--- config.mk ---
export PLATFORM = sky130hd
export DESIGN_NAME = alu_driver_flat
export DESIGN_NICKNAME = d
export VERILOG_FILES = /design/src/rtl/alu_driver_if.sv /design/src/rtl/alu_driver.sv /design/src/flat_wrapper.sv
export SDC_FILE = /design/constraint.sdc
export NUM_CORES = 1
export LEC_CHECK = 0
export BUFFER_PORTS_ARGS = -buffer_cell sky130_fd_sc_hd__buf_2
export CAP_MARGIN = 10
export CELL_PAD_IN_SITES_DETAIL_PLACEMENT = 1
export CELL_PAD_IN_SITES_GLOBAL_PLACEMENT = 2
export CORE_MARGIN = 5
export CORE_UTILIZATION = 30
export DETAILED_ROUTE_END_ITERATION = 7
export PLACE_DENSITY = 0.77
export RECOVER_POWER = 100
export SLEW_MARGIN = 0
export SYNTH_ARGS = -nofsm -noshare
export SYNTH_HDL_FRONTEND = slang
export SYNTH_SLANG_ARGS = --single-unit
--- constraint.sdc ---
create_clock -name clk -period 1.9 [get_ports clk]
set_input_delay 0.38 -clock clk [delete_from_list [all_inputs] [get_ports clk]]
set_output_delay 0.38 -clock clk [all_outputs]
set_load 0.005 [all_outputs]
--- src/rtl/alu_driver_if.sv ---
// Bundles the three alu_driver buses: command handshake, ALU drive/result, response handshake.
// The 'slave' modport is the alu_driver side: it accepts commands, drives the ALU, and offers responses.
// The 'master' modport is the environment side: it issues commands, models the ALU, and sinks responses.
interface alu_driver_if;
  // command handshake
  logic       cmd_valid;
  logic       cmd_ready;
  logic [1:0] cmd_op;
  logic [3:0] cmd_a;
  logic [3:0] cmd_b;
  // ALU drive and result
  logic [3:0] alu_inp1;
  logic [3:0] alu_inp2;
  logic [1:0] alu_select;
  logic [7:0] alu_out;
  logic       alu_cout;
  // response handshake
  logic       rsp_valid;
  logic       rsp_ready;
  logic [7:0] rsp_data;
  logic       rsp_cout;

  modport slave (
    input  cmd_valid, cmd_op, cmd_a, cmd_b, alu_out, alu_cout, rsp_ready,
    output cmd_ready, alu_inp1, alu_inp2, alu_select, rsp_valid, rsp_data, rsp_cout
  );

  modport master (
    output cmd_valid, cmd_op, cmd_a, cmd_b, alu_out, alu_cout, rsp_ready,
    input  cmd_ready, alu_inp1, alu_inp2, alu_select, rsp_valid, rsp_data, rsp_cout
  );
endinterface

--- src/rtl/alu_driver.sv ---
// Purpose: sequences one command at a time onto an external ALU, samples its result and hands it back.
// Latency: command accepted at edge E0 gives rsp_valid from edge E0+SETTLE_CYCLES; spacing >= SETTLE_CYCLES+2.
// Backpressure: cmd_ready only in IDLE; response held stable in RESP until rsp_ready, then back to IDLE.
//
// Ports: clk, rst_n (async active-low); bus (alu_driver_if.slave: cmd_*, alu_*, rsp_*);
//        op_count (CNT_W, wrapping count of sampled results); busy (high outside IDLE).
// Optional feature: define ALU_DRIVER_ACC_EN to turn cmd_op 2'b11 into accumulate
//        (alu_inp1 = accumulator, alu_inp2 = cmd_b, add); the accumulator keeps the low
//        nibble of every sampled result. Without it cmd_op 2'b11 passes straight to alu_select.
module alu_driver #(
  parameter int SETTLE_CYCLES = 1,
  parameter int CNT_W         = 8
) (
  input  logic             clk,
  input  logic             rst_n,
  alu_driver_if.slave      bus,
  output logic [CNT_W-1:0] op_count,
  output logic             busy
);

  // Out-of-range settle times collapse to the one-cycle default.
  localparam int         SETTLE_EFF = (SETTLE_CYCLES >= 1 && SETTLE_CYCLES <= 15) ? SETTLE_CYCLES : 1;
  localparam logic [3:0] SETTLE_LD  = 4'(SETTLE_EFF);

  typedef enum logic [1:0] {
    IDLE  = 2'd0,
    DRIVE = 2'd1,
    RESP  = 2'd2
  } state_t;

  state_t     state, state_nxt;
  logic       accept;
  logic       sample;
  logic       cmd_ready;
  logic       rsp_valid;
  logic [3:0] settle_cnt;
  logic [3:0] inp1_q;
  logic [3:0] inp2_q;
  logic [1:0] sel_q;
  logic [7:0] rsp_data_q;
  logic       rsp_cout_q;
`ifdef ALU_DRIVER_ACC_EN
  logic [3:0] acc_q;
`endif

  // State register: reset lands in IDLE asynchronously, so cmd_ready is high even while rst_n is low.
  always_ff @(posedge clk or negedge rst_n) begin
    if (!rst_n) begin
      state <= IDLE;
    end else begin
      state <= state_nxt;
    end
  end

  always_comb begin
    state_nxt = state;
    cmd_ready = 1'b0;
    rsp_valid = 1'b0;
    accept    = 1'b0;
    sample    = 1'b0;
    busy      = 1'b1;
    case (state)
      IDLE: begin
        cmd_ready = 1'b1;
        busy      = 1'b0;
        if (bus.cmd_valid) begin
          accept    = 1'b1;
          state_nxt = DRIVE;
        end
      end
      DRIVE: begin
        // The edge that takes the counter from 1 to 0 is the sample edge.
        if (settle_cnt == 4'd1) begin
          sample    = 1'b1;
          state_nxt = RESP;
        end
      end
      RESP: begin
        rsp_valid = 1'b1;
        if (bus.rsp_ready) begin
          state_nxt = IDLE;
        end
      end
      default: begin
        busy      = 1'b0;
        state_nxt = IDLE;
      end
    endcase
  end

  // Datapath: operand latches only move on accept, so the ALU inputs stay put between commands.
  always_ff @(posedge clk or negedge rst_n) begin
    if (!rst_n) begin
      settle_cnt <= 4'd0;
      inp1_q     <= 4'd0;
      inp2_q     <= 4'd0;
      sel_q      <= 2'b00;
      rsp_data_q <= 8'h00;
      rsp_cout_q <= 1'b0;
      op_count   <= '0;
`ifdef ALU_DRIVER_ACC_EN
      acc_q      <= 4'd0;
`endif
    end else begin
      if (accept) begin
        settle_cnt <= SETTLE_LD;
        inp2_q     <= bus.cmd_b;
`ifdef ALU_DRIVER_ACC_EN
        if (bus.cmd_op == 2'b11) begin
          inp1_q <= acc_q;
          sel_q  <= 2'b00;
        end else begin
          inp1_q <= bus.cmd_a;
          sel_q  <= bus.cmd_op;
        end
`else
        inp1_q     <= bus.cmd_a;
        sel_q      <= bus.cmd_op;
`endif
      end else if (state == DRIVE) begin
        settle_cnt <= settle_cnt - 4'd1;
      end

      if (sample) begin
        rsp_data_q <= bus.alu_out;
        rsp_cout_q <= bus.alu_cout;
        op_count   <= op_count + 1'b1;
`ifdef ALU_DRIVER_ACC_EN
        acc_q      <= bus.alu_out[3:0];
`endif
      end
    end
  end

  assign bus.cmd_ready  = cmd_ready;
  assign bus.rsp_valid  = rsp_valid;
  assign bus.rsp_data   = rsp_data_q;
  assign bus.rsp_cout   = rsp_cout_q;
  assign bus.alu_inp1   = inp1_q;
  assign bus.alu_inp2   = inp2_q;
  assign bus.alu_select = sel_q;

endmodule

--- src/flat_wrapper.sv ---
// flat-port wrapper written by rule: the top's interface ports become plain ports
module alu_driver_flat 
#(
  parameter int SETTLE_CYCLES = 1,
  parameter int CNT_W         = 8
)
  (clk, rst_n, op_count, busy, bus_cmd_valid, bus_cmd_op, bus_cmd_a, bus_cmd_b, bus_alu_out, bus_alu_cout, bus_rsp_ready, bus_cmd_ready, bus_alu_inp1, bus_alu_inp2, bus_alu_select, bus_rsp_valid, bus_rsp_data, bus_rsp_cout);
  alu_driver_if bus_i ();
  input  logic clk;
  input  logic rst_n;
  output logic [CNT_W-1:0] op_count;
  output logic busy;
  input wire logic [$bits(bus_i.cmd_valid)-1:0] bus_cmd_valid;
  input wire logic [$bits(bus_i.cmd_op)-1:0] bus_cmd_op;
  input wire logic [$bits(bus_i.cmd_a)-1:0] bus_cmd_a;
  input wire logic [$bits(bus_i.cmd_b)-1:0] bus_cmd_b;
  input wire logic [$bits(bus_i.alu_out)-1:0] bus_alu_out;
  input wire logic [$bits(bus_i.alu_cout)-1:0] bus_alu_cout;
  input wire logic [$bits(bus_i.rsp_ready)-1:0] bus_rsp_ready;
  output wire logic [$bits(bus_i.cmd_ready)-1:0] bus_cmd_ready;
  output wire logic [$bits(bus_i.alu_inp1)-1:0] bus_alu_inp1;
  output wire logic [$bits(bus_i.alu_inp2)-1:0] bus_alu_inp2;
  output wire logic [$bits(bus_i.alu_select)-1:0] bus_alu_select;
  output wire logic [$bits(bus_i.rsp_valid)-1:0] bus_rsp_valid;
  output wire logic [$bits(bus_i.rsp_data)-1:0] bus_rsp_data;
  output wire logic [$bits(bus_i.rsp_cout)-1:0] bus_rsp_cout;
  assign bus_i.cmd_valid = bus_cmd_valid;
  assign bus_i.cmd_op = bus_cmd_op;
  assign bus_i.cmd_a = bus_cmd_a;
  assign bus_i.cmd_b = bus_cmd_b;
  assign bus_i.alu_out = bus_alu_out;
  assign bus_i.alu_cout = bus_alu_cout;
  assign bus_i.rsp_ready = bus_rsp_ready;
  assign bus_cmd_ready = bus_i.cmd_ready;
  assign bus_alu_inp1 = bus_i.alu_inp1;
  assign bus_alu_inp2 = bus_i.alu_inp2;
  assign bus_alu_select = bus_i.alu_select;
  assign bus_rsp_valid = bus_i.rsp_valid;
  assign bus_rsp_data = bus_i.rsp_data;
  assign bus_rsp_cout = bus_i.rsp_cout;
  alu_driver #(.SETTLE_CYCLES(SETTLE_CYCLES), .CNT_W(CNT_W)) u_core (.clk(clk), .rst_n(rst_n), .bus(bus_i), .op_count(op_count), .busy(busy));
endmodule
==> results of run 1 <==
-- Yosys cell counts --
cell type,number
a211oi_2,1
a21oi_1,3
and3_1,1
and4_1,1
buf_2,2
buf_4,1
clkbuf_1,2
dfrtp_1,33
ha_1,7
inv_1,4
mux2_2,12
nand2_1,34
nand3_1,1
nand4_1,4
nand4bb_1,1
nor2b_1,2
nor3_1,1
nor4b_1,1
nor4bb_1,1
o32a_1,1
or3b_1,1
xnor2_1,9
xor2_1,1
-- cells in the final DEF, fill, tap and decap left out, types with 2 or more instances in the layout --
master	count
clkbuf_1	19
dfrtp_1	33
mux2_2	11
clkbuf_2	2
inv_1	4
xnor2_1	9
nor2b_1	2
a21oi_1	3
ha_1	7
buf_2	34
nand4_1	4
nand2_1	34
clkbuf_8	6
-- report_power, final --
part	internal [uW]	total, uW	switching, uW
sequential	1010	1220	218
clock	287	513	226
combinational	552	1120	563
total	1850	2850	1010
-- cells by family (layout without fill, tap and decap cells) --
logic type / Yosys count / count (layout) / synth area share, %
buffers and inverters: 9 / 66 / 2.775
xor gates and xnor gates: 10 / 10 / 6.072
and+or+nand+nor: 48 / 48 / 15.87
muxes: 12 / 12 / 9.367
DFF: 33 / 33 / 57.24
adders and majority gates: 7 / 7 / 6.071
AOI/OAI and AO/OA: 5 / 5 / 2.601
-- how the worst max path moves through the flow --
stage | start | slack [ns] | cells after the start | endpoint
after global placement | u_core.settle_cnt[1] | 0.22 | 5 | u_core.state[0]
after global routing | u_core.state[1] | 0.05 | 6 | u_core.settle_cnt[3]
after CTS | u_core.settle_cnt[1] | 0.14 | 5 | u_core.state[0]
after detailed placement | u_core.settle_cnt[1] | 0.15 | 5 | u_core.state[0]
final | u_core.settle_cnt[1] | 0.15 | 5 | u_core.state[0]
after floorplan | u_core.settle_cnt[1] | 0.26 | 5 | u_core.state[0]
-- critical path, cell delays in order, from the launching register on --
cell	delay, ns
dfrtp_1	0.38
inv_1	0.09
ha_1	0.17
or3b_1	0.38
a211oi_2	0.24
mux2_2	0.36
-- state kept, by name (all words and copies together), names as in the netlist --
name                   flops
u_core.bus.rsp_data        8
u_core.op_count            8
u_core.bus.alu_inp1        4
u_core.bus.alu_inp2        4
u_core.settle_cnt          4
u_core.bus.alu_select      2
u_core.state               2
u_core.bus.rsp_cout        1
-- stage by stage --
| step | worst slack (ns) | util, % |
|---|---|---|
| 2_1_floorplan | 0.2573 | - |
| 3_3_place_gp | 0.2214 | 37.81 |
| 3_5_place_dp | 0.1465 | 37.81 |
| 4_1_cts | 0.1358 | 39.65 |
| 5_1_grt | 0.05477 | 38.93 |
| 6_report | 0.1535 | 38.93 |
-- cell type report --
type,instances,share of cell area (%)
Clock buffer,7,4.726
Inverter,4,0.8219
Tap cell,54,3.699
Sequential cell,33,45.21
Timing Repair Buffer,55,13.97
Multi-Input combinational cell,82,31.58
-- metal layers --
metal / track usage (%) / vias to the layer above / routed length, microns
met2: 20.96 / 28 / 1796
met3: 3.968 / 2 / 176
met4: 3.608 / 0 / 15
met5: 0 / - / 0
met1: 12.06 / 553 / 1301
li1: - / 522 / -
==> flow_metrics.py, run 1 <==
metrics = {
    "cts": {
        "clkLatencyLatePin_ns": 0.27,
        "clock_sinks": 33,
        "cts_max_path_buffers": 2,
        "cts_setup_buffers": 0,
        "cts_tree": "built",
        "cts_resized": 0,
        "cts_buffers": 5,
        "cts_hold_buffers": 0,
        "cts-root-buf": "clkbuf_8",
        "cts-htree-levels": 2,
        "clk_pin_slew_ns": 0.07,
    },
    "logic_synthesis": {
        "syn_avg_cell_area_sq_um": 11.63,
        "synth_top_area_share_pct": 57.24,
        "netlist_area_sq_um": 1443,
        "ys_warn_count": 0,
        "synth_seq_area_share_pct": 57.24,
        "ys_ff_latch": 33,
        "synth_largest_area_cell": "dfrtp_1",
        "syn_nets": 154,
        "syn_inst": 124,
        "synth_area_leaders": "dfrtp_1 57%, mux2_2 9.4%, nand2_1 8.8%",
        "yosys.cell_types.count": 23,
    },
    "detailed_routing": {
        "wl_microns": 3291,
        "ant_nets": 0,
        "vias_per_cell": 4.702,
        "drcViolationCount": 0,
        "drt_iter0_drc": 19,
        "vias": 1105,
        "wire_per_inst_microns": 14.00,
        "firstDrtPassIters": 5,
    },
    "placement": {
        "placed_cells": 228,
        "dpl.hpwl_microns": 2568,
        "dpl_cell_area_sq_um": 1774,
        "portBuffers": 52,
        "gp_congestion": 0.6938,
    },
    "grt": {
        "grt_max_degree": 34,
        "overflow": 0,
        "grt_use_total_pct": 11.39,
        "antenna_found_initial": 0,
        "grt_pass1_vias": 1256,
        "grt_pass1_wl_microns": 5637,
    },
    "layout": {
        "seq_area_sq_um": 825.8,
        "finalNetCount": 211,
        "final.fill_count": 548,
        "finalInstanceArea_sq_um": 1827,
        "syn_to_final_growth_pct": 26.63,
        "final_cell_count_no_fill": 235,
        "insertedDiodeCount": 0,
        "layout-drive-gt1-share_pct": 30.39,
        "multi_input_area_sq_um": 576.8,
    },
    "critical_path": {
        "crit-reg2reg-launch": "u_core.settle_cnt[1]",
        "worstSetupPathType": "reg2reg",
        "critPathCaptureType": "flip-flop",
        "r2r_cells": 5,
        "worstPathRequired_ns": 2.06,
        "reg2reg_to": "u_core.state[0]",
        "worstPathArrival_ns": 1.91,
        "crit_fanout": 3,
        "start_kind": "flip-flop",
        "rrSetupSlack_ns": 0.15,
    },
    "timing": {
        "setup_viol": 0,
        "finalHoldViolCount": 0,
        "rsz0062_at_grt": "false",
        "final_max_slew_viol_count": 0,
        "maxSlewHeadroom_pct": 46.25,
        "setup_tns_ns": 0,
        "max_freq_ghz": 0.5726,
        "post-route-period-util_pct": 91.92,
        "timing.hold.ws_ns": 0.1814,
        "worst_slew_pin_slew_ns": 0.8063,
        "skew_ns": 0.006218,
        "period_needed_ns": 1.746,
    },
    "die": {
        "core_sq_um": 4692,
        "die_h_microns": 79.35,
        "start_util_pct": 30.75,
        "dieArea_sq_um": 6296,
        "io_pins": 53,
        "die_x_microns": 79.35,
        "rows": 25,
    },
    "pwr": {
        "ir_drop_mv": 0.4980,
        "p_leak_uw": 0.0008985,
        "p_total_uw": 2851,
        "power.density_nw_per_um2": 1561,
    },
    "run": {
        "max_cap_violations": 0,
    },
    "worst_hold_path": {
        "hold_path_class": "in2async",
    },
    "run_status": {
        "status": "finished, final reports clean",
    },
}
Note: power is estimated with default switching activity, not from simulation.
==> run 2, diff against run 1 <==
==> constraint.sdc (replaced) <==
create_clock -name clk -period 1.9 [get_ports clk]
set_input_delay 0.095 -clock clk [delete_from_list [all_inputs] [get_ports clk]]
set_output_delay 0.095 -clock clk [all_outputs]
set_load 0.005 [all_outputs]
==> run 2 against run 1 <==
Net effect: sequential power hardly changed; utilization grew 0.21 points; count of clock-buffer cells in the layout unchanged; first-iteration DRC count is 16% lower; clock power up 0.8%; routed wire length rose by 0.46%; critical path type unchanged; highest routed layer unchanged.
==> flow_metrics.py, run 2 (synthesis results as in run 1) <==
metrics = {
    "critical_path": {
        "worstPathRequired_ns": 2.06,
        "crit_fanout": 3,
        "crit_cells": 5,
        "path_buf_inv": 1,
        "worstSetupPathType": "reg2reg",
        "critPathCaptureType": "flip-flop",
        "worstPathCellList": "inv_1 > ha_1 > or3b_1 > a211oi_2 > mux2_2",
        "start_kind": "flip-flop",
        "worstPathArrival_ns": 1.91,
        "cp_slowest_cell": "dfrtp_1",
        "cpPeakStageDelay_ns": 0.38,
        "r2r_cells": 5,
        "cp_top_family": "flip-flops",
    },
    "cts": {
        "cts_buffers": 5,
        "clock_sinks": 33,
        "cts_resized": 0,
        "cts-htree-levels": 2,
        "cts-root-buf": "clkbuf_8",
        "cts_tree": "built",
        "clkLatencyLatePin_ns": 0.28,
        "clk_pin_slew_ns": 0.07,
        "cts_max_path_buffers": 2,
    },
    "layout": {
        "final_cell_mix": "34 x nand2_1, 34 x buf_2, 33 x dfrtp_1, 19 x clkbuf_1, 11 x mux2_2",
        "final.fill_count": 547,
        "finalNetCount": 212,
        "syn_to_final_growth_pct": 27.32,
        "layout-drive-gt1-share_pct": 30.22,
        "insertedDiodeCount": 0,
    },
    "pwr": {
        "power.density_nw_per_um2": 1557,
        "p_leak_uw": 0.0009026,
        "p_seq_share_pct": 42.8,
        "p_total_uw": 2860,
        "p_sw_share_pct": 35.43,
        "clkPwrFrac_pct": 18.1,
        "p_comb_share_pct": 39.1,
        "p_switching_uw": 1013,
        "ir_drop_mv": 0.5018,
        "p_int_uw": 1847,
    },
    "detailed_routing": {
        "wire_per_inst_microns": 14.01,
        "wl_microns": 3306,
        "firstDrtPassIters": 2,
        "drcViolationCount": 0,
        "drt_iter0_drc": 16,
        "ant_nets": 0,
        "vias_per_cell": 4.682,
        "vias": 1105,
    },
    "worst_hold_path": {
        "min_path_cells": 3,
        "hold_path_class": "in2reg",
    },
    "grt": {
        "grt_pass1_wl_microns": 5637,
        "grt_pass1_vias": 1256,
        "overflow": 0,
        "antenna_found_initial": 0,
        "grt_use_total_pct": 11.39,
        "grt_max_degree": 34,
    },
    "placement": {
        "portBuffers": 52,
        "gp_congestion": 0.6938,
        "place_ws_ns": 0.1465,
        "dpl.hpwl_microns": 2568,
    },
    "timing": {
        "maxSlewHeadroom_pct": 46.62,
        "setup_tns_ns": 0,
        "skew_ns": 0.005731,
        "max_freq_ghz": 0.5725,
        "period_needed_ns": 1.747,
        "timing.hold.ws_ns": 0.01041,
        "setup_viol": 0,
        "finalHoldViolCount": 0,
        "worst_slew_pin_slew_ns": 0.8007,
        "final_max_slew_viol_count": 0,
        "post-route-period-util_pct": 91.93,
        "rsz0062_at_grt": "false",
        "setup_ws_ns": 0.1532,
    },
    "die": {
        "rows": 25,
        "core_sq_um": 4692,
        "die_x_microns": 79.35,
        "dieArea_sq_um": 6296,
        "die_h_microns": 79.35,
        "start_util_pct": 30.75,
        "io_pins": 53,
    },
    "run": {
        "max_cap_violations": 0,
    },
    "run_status": {
        "status": "finished, final reports clean",
    },
}
==> run 2: power by group through the flow <==
stage | Sequential (uW) | Clock (uW) | Combinational (uW)
after floorplan | 1220 | 0 | 699
after global placement | 1210 | 0 | 1160
after detailed placement | 1240 | 0 | 1220
after CTS | 1230 | 546 | 1230
after global routing | 1270 | 569 | 1260
final | 1230 | 517 | 1120
==> run 2: final cells by class <==
type / count / area, sq um / area share [%]
Multi-Input combinational cell: 82 / 576.8 / 31.40
Sequential cell: 33 / 825.8 / 44.96
Clock buffer: 7 / 86.33 / 4.700
Inverter: 4 / 15.01 / 0.8174
Tap cell: 54 / 67.56 / 3.678
Timing Repair Buffer: 56 / 265.3 / 14.44
==> run 2: path summary, 6_finish.rpt <==
check / slack [ns] / from / to
setup / recovery: 0.15 / u_core.settle_cnt[1] / u_core.state[0]
hold / removal: 0.01 / bus_alu_out[7] / u_core.bus.rsp_data[7]
setup reg to reg: 0.15 / u_core.settle_cnt[1] / u_core.state[0]
hold reg to reg: 0.47 / u_core.op_count[7] / u_core.op_count[7]
max in group asynchronous: 0.95 / rst_n / u_core.bus.rsp_data[4]
min in group asynchronous: 0.43 / rst_n / u_core.op_count[7]
==> run 2: timing repair <==
item / 4_1_cts / 5_1_grt
buffers inserted: 0 / 0
hold buffers: 1 / 0
hold endpoints to repair: 33 / 0
==> run 2: routing by layer <==
layer	track usage [%]	up-vias	part of all wire (%)	wire [microns]
li1	-	523	-	-
met1	12.13	547	39	1295
met2	20.96	31	54	1777
met3	3.855	4	6.1	201
met4	3.608	0	0.94	31
met5	0	-	0	0
==> run 2: worst min-delay path, cell delays in order <==
cell     delay (ns)
buf_2          0.08
nand2_1        0.04
nand2_1        0.05
==> run 2: stage by stage <==
stage,util (%),cells,instance area [sq um]
after CTS,39.87,236,1871
after floorplan,-,124,1443
after global placement,37.81,228,1774
after global routing,39.15,236,1837
final,39.15,236,1837
after detailed placement,37.81,228,1774
==> run 3, diff against run 2 <==
PLACE_DENSITY = 0.83   (was 0.77)
==> run 3 against run 2 <==
Net effect: global-route usage rose by 1.5 points; clock skew down 0.00065 ns; worst setup slack lost 0.027 ns; clock power up 12%; largest cell class unchanged; largest power group unchanged; critical endpoint unchanged.
==> flow_metrics.py, run 3 (synthesis results as in run 1) <==
metrics = {
    "timing": {
        "setup_viol": 0,
        "maxSlewHeadroom_pct": 43.21,
        "max_freq_ghz": 0.5638,
        "rsz0062_at_grt": "false",
        "setup_tns_ns": 0,
        "period_needed_ns": 1.774,
        "skew_ns": 0.005079,
        "final_max_slew_viol_count": 0,
        "post-route-period-util_pct": 93.35,
        "worst_slew_pin_slew_ns": 0.8519,
        "finalHoldViolCount": 0,
    },
    "die": {
        "die_h_microns": 79.35,
        "io_pins": 53,
        "start_util_pct": 30.75,
        "die_x_microns": 79.35,
        "core_sq_um": 4692,
        "dieArea_sq_um": 6296,
        "rows": 25,
    },
    "critical_path": {
        "worstPathCellList": "inv_1 > ha_1 > or3b_1 > a211oi_2 > mux2_2",
        "crit_fanout": 3,
        "worstPathArrival_ns": 1.94,
        "critPathCaptureType": "flip-flop",
        "cp_slowest_cell": "or3b_1",
        "start_kind": "flip-flop",
        "worstSetupPathType": "reg2reg",
        "worstPathRequired_ns": 2.07,
        "cpPeakStageDelay_ns": 0.40,
    },
    "cts": {
        "cts_resized": 0,
        "clkLatencyLatePin_ns": 0.28,
        "cts-htree-levels": 2,
        "cts_setup_buffers": 0,
        "clk_pin_slew_ns": 0.07,
        "cts_max_path_buffers": 2,
        "cts-root-buf": "clkbuf_8",
        "cts_tree": "built",
        "clock_sinks": 33,
        "cts_hold_buffers": 4,
        "cts_buffers": 5,
    },
    "layout": {
        "finalNetCount": 215,
        "final.fill_count": 554,
        "insertedDiodeCount": 0,
        "layout-drive-gt1-share_pct": 33.33,
        "final_cell_mix": "38 x buf_2, 34 x nand2_1, 33 x dfrtp_1, 13 x clkbuf_1, 12 x mux2_2",
        "layout_commonest_cell": "buf_2",
        "syn_to_final_growth_pct": 30.79,
        "final_cell_count_no_fill": 240,
    },
    "pwr": {
        "p_leak_uw": 0.0009373,
        "power.density_nw_per_um2": 1568,
        "ir_drop_mv": 0.6547,
    },
    "detailed_routing": {
        "wire_per_inst_microns": 15.38,
        "wl_microns": 3692,
        "ant_nets": 0,
        "vias_per_cell": 4.679,
        "drcViolationCount": 0,
        "drt_iter0_drc": 25,
        "firstDrtPassIters": 2,
        "vias": 1123,
    },
    "grt": {
        "grt_pass1_wl_microns": 6210,
        "grt_pass1_vias": 1313,
        "grt_max_degree": 34,
        "overflow": 0,
        "antenna_found_initial": 0,
        "grt_use_total_pct": 12.93,
    },
    "placement": {
        "gp_congestion": 0.7457,
        "placed_cells": 228,
        "portBuffers": 52,
        "dpl.hpwl_microns": 2704,
    },
    "run_status": {
        "status": "finished, final reports clean",
    },
    "run": {
        "max_cap_violations": 0,
    },
    "worst_hold_path": {
        "hold_path_class": "in2reg",
    },
}
[run 3: layout make-up]
type,instances,area (sq um),area share (%)
Sequential cell,33,825.8,43.77
Tap cell,54,67.56,3.581
Timing Repair Buffer,59,300.3,15.92
Clock buffer,7,96.34,5.106
Clock inverter,1,5.005,0.2653
Inverter,4,15.01,0.7958
Multi-Input combinational cell,82,576.8,30.57
[run 3: metrics by stage]
step	power, uW	util (%)	setup slack [ns]	instance area [sq um]	hold slack, ns
6_report	2959	40.21	0.1263	1887	0.01231
5_1_grt	3206	40.21	0.02371	1887	0.008976
4_1_cts	3079	40.83	0.1126	1916	0.0002068
3_5_place_dp	2463	37.81	0.1119	1774	0.2189
3_3_place_gp	2362	37.81	0.2207	1774	0.1908
2_1_floorplan	1917	-	0.2573	1443	-0.2006
[run 3: final timing paths]
check	startpoint	end	slack (ns)	cells after the start
worst min-delay path	bus_alu_out[0]	u_core.bus.rsp_data[0]	0.01	3
min in group asynchronous	rst_n	u_core.state[1]	0.45	2
worst max-delay path	u_core.settle_cnt[1]	u_core.state[0]	0.13	5
worst min register to register	u_core.bus.rsp_data[3]	u_core.bus.rsp_data[3]	0.48	2
max in group asynchronous	rst_n	u_core.bus.rsp_cout	0.91	2
worst max register to register	u_core.settle_cnt[1]	u_core.state[0]	0.13	5
[run 3: report_power, final]
group / total, uW / internal (uW) / switching (uW)
clock network: 579 / 327 / 252
registers: 1210 / 1000 / 206
logic: 1170 / 577 / 592
[run 3: routing by layer]
layer | up-vias | wire length (microns) | GRT usage [%]
li1 | 532 | - | -
met2 | 22 | 2092 | 24.33
met3 | 4 | 127 | 2.948
met5 | - | 0 | 0
met1 | 565 | 1442 | 13.07
met4 | 0 | 30 | 6.873
[run 3: critical path: cells and delay by family, from the launching register on]
kind	cells	cell delay (ns)
AO/OA/AOI/OAI	1	0.25
adder cells (fa/ha/maj)	1	0.18
buffers and inverters	1	0.09
flip-flops	1	0.38
multiplexers	1	0.36
AND/OR/NAND/NOR	1	0.40
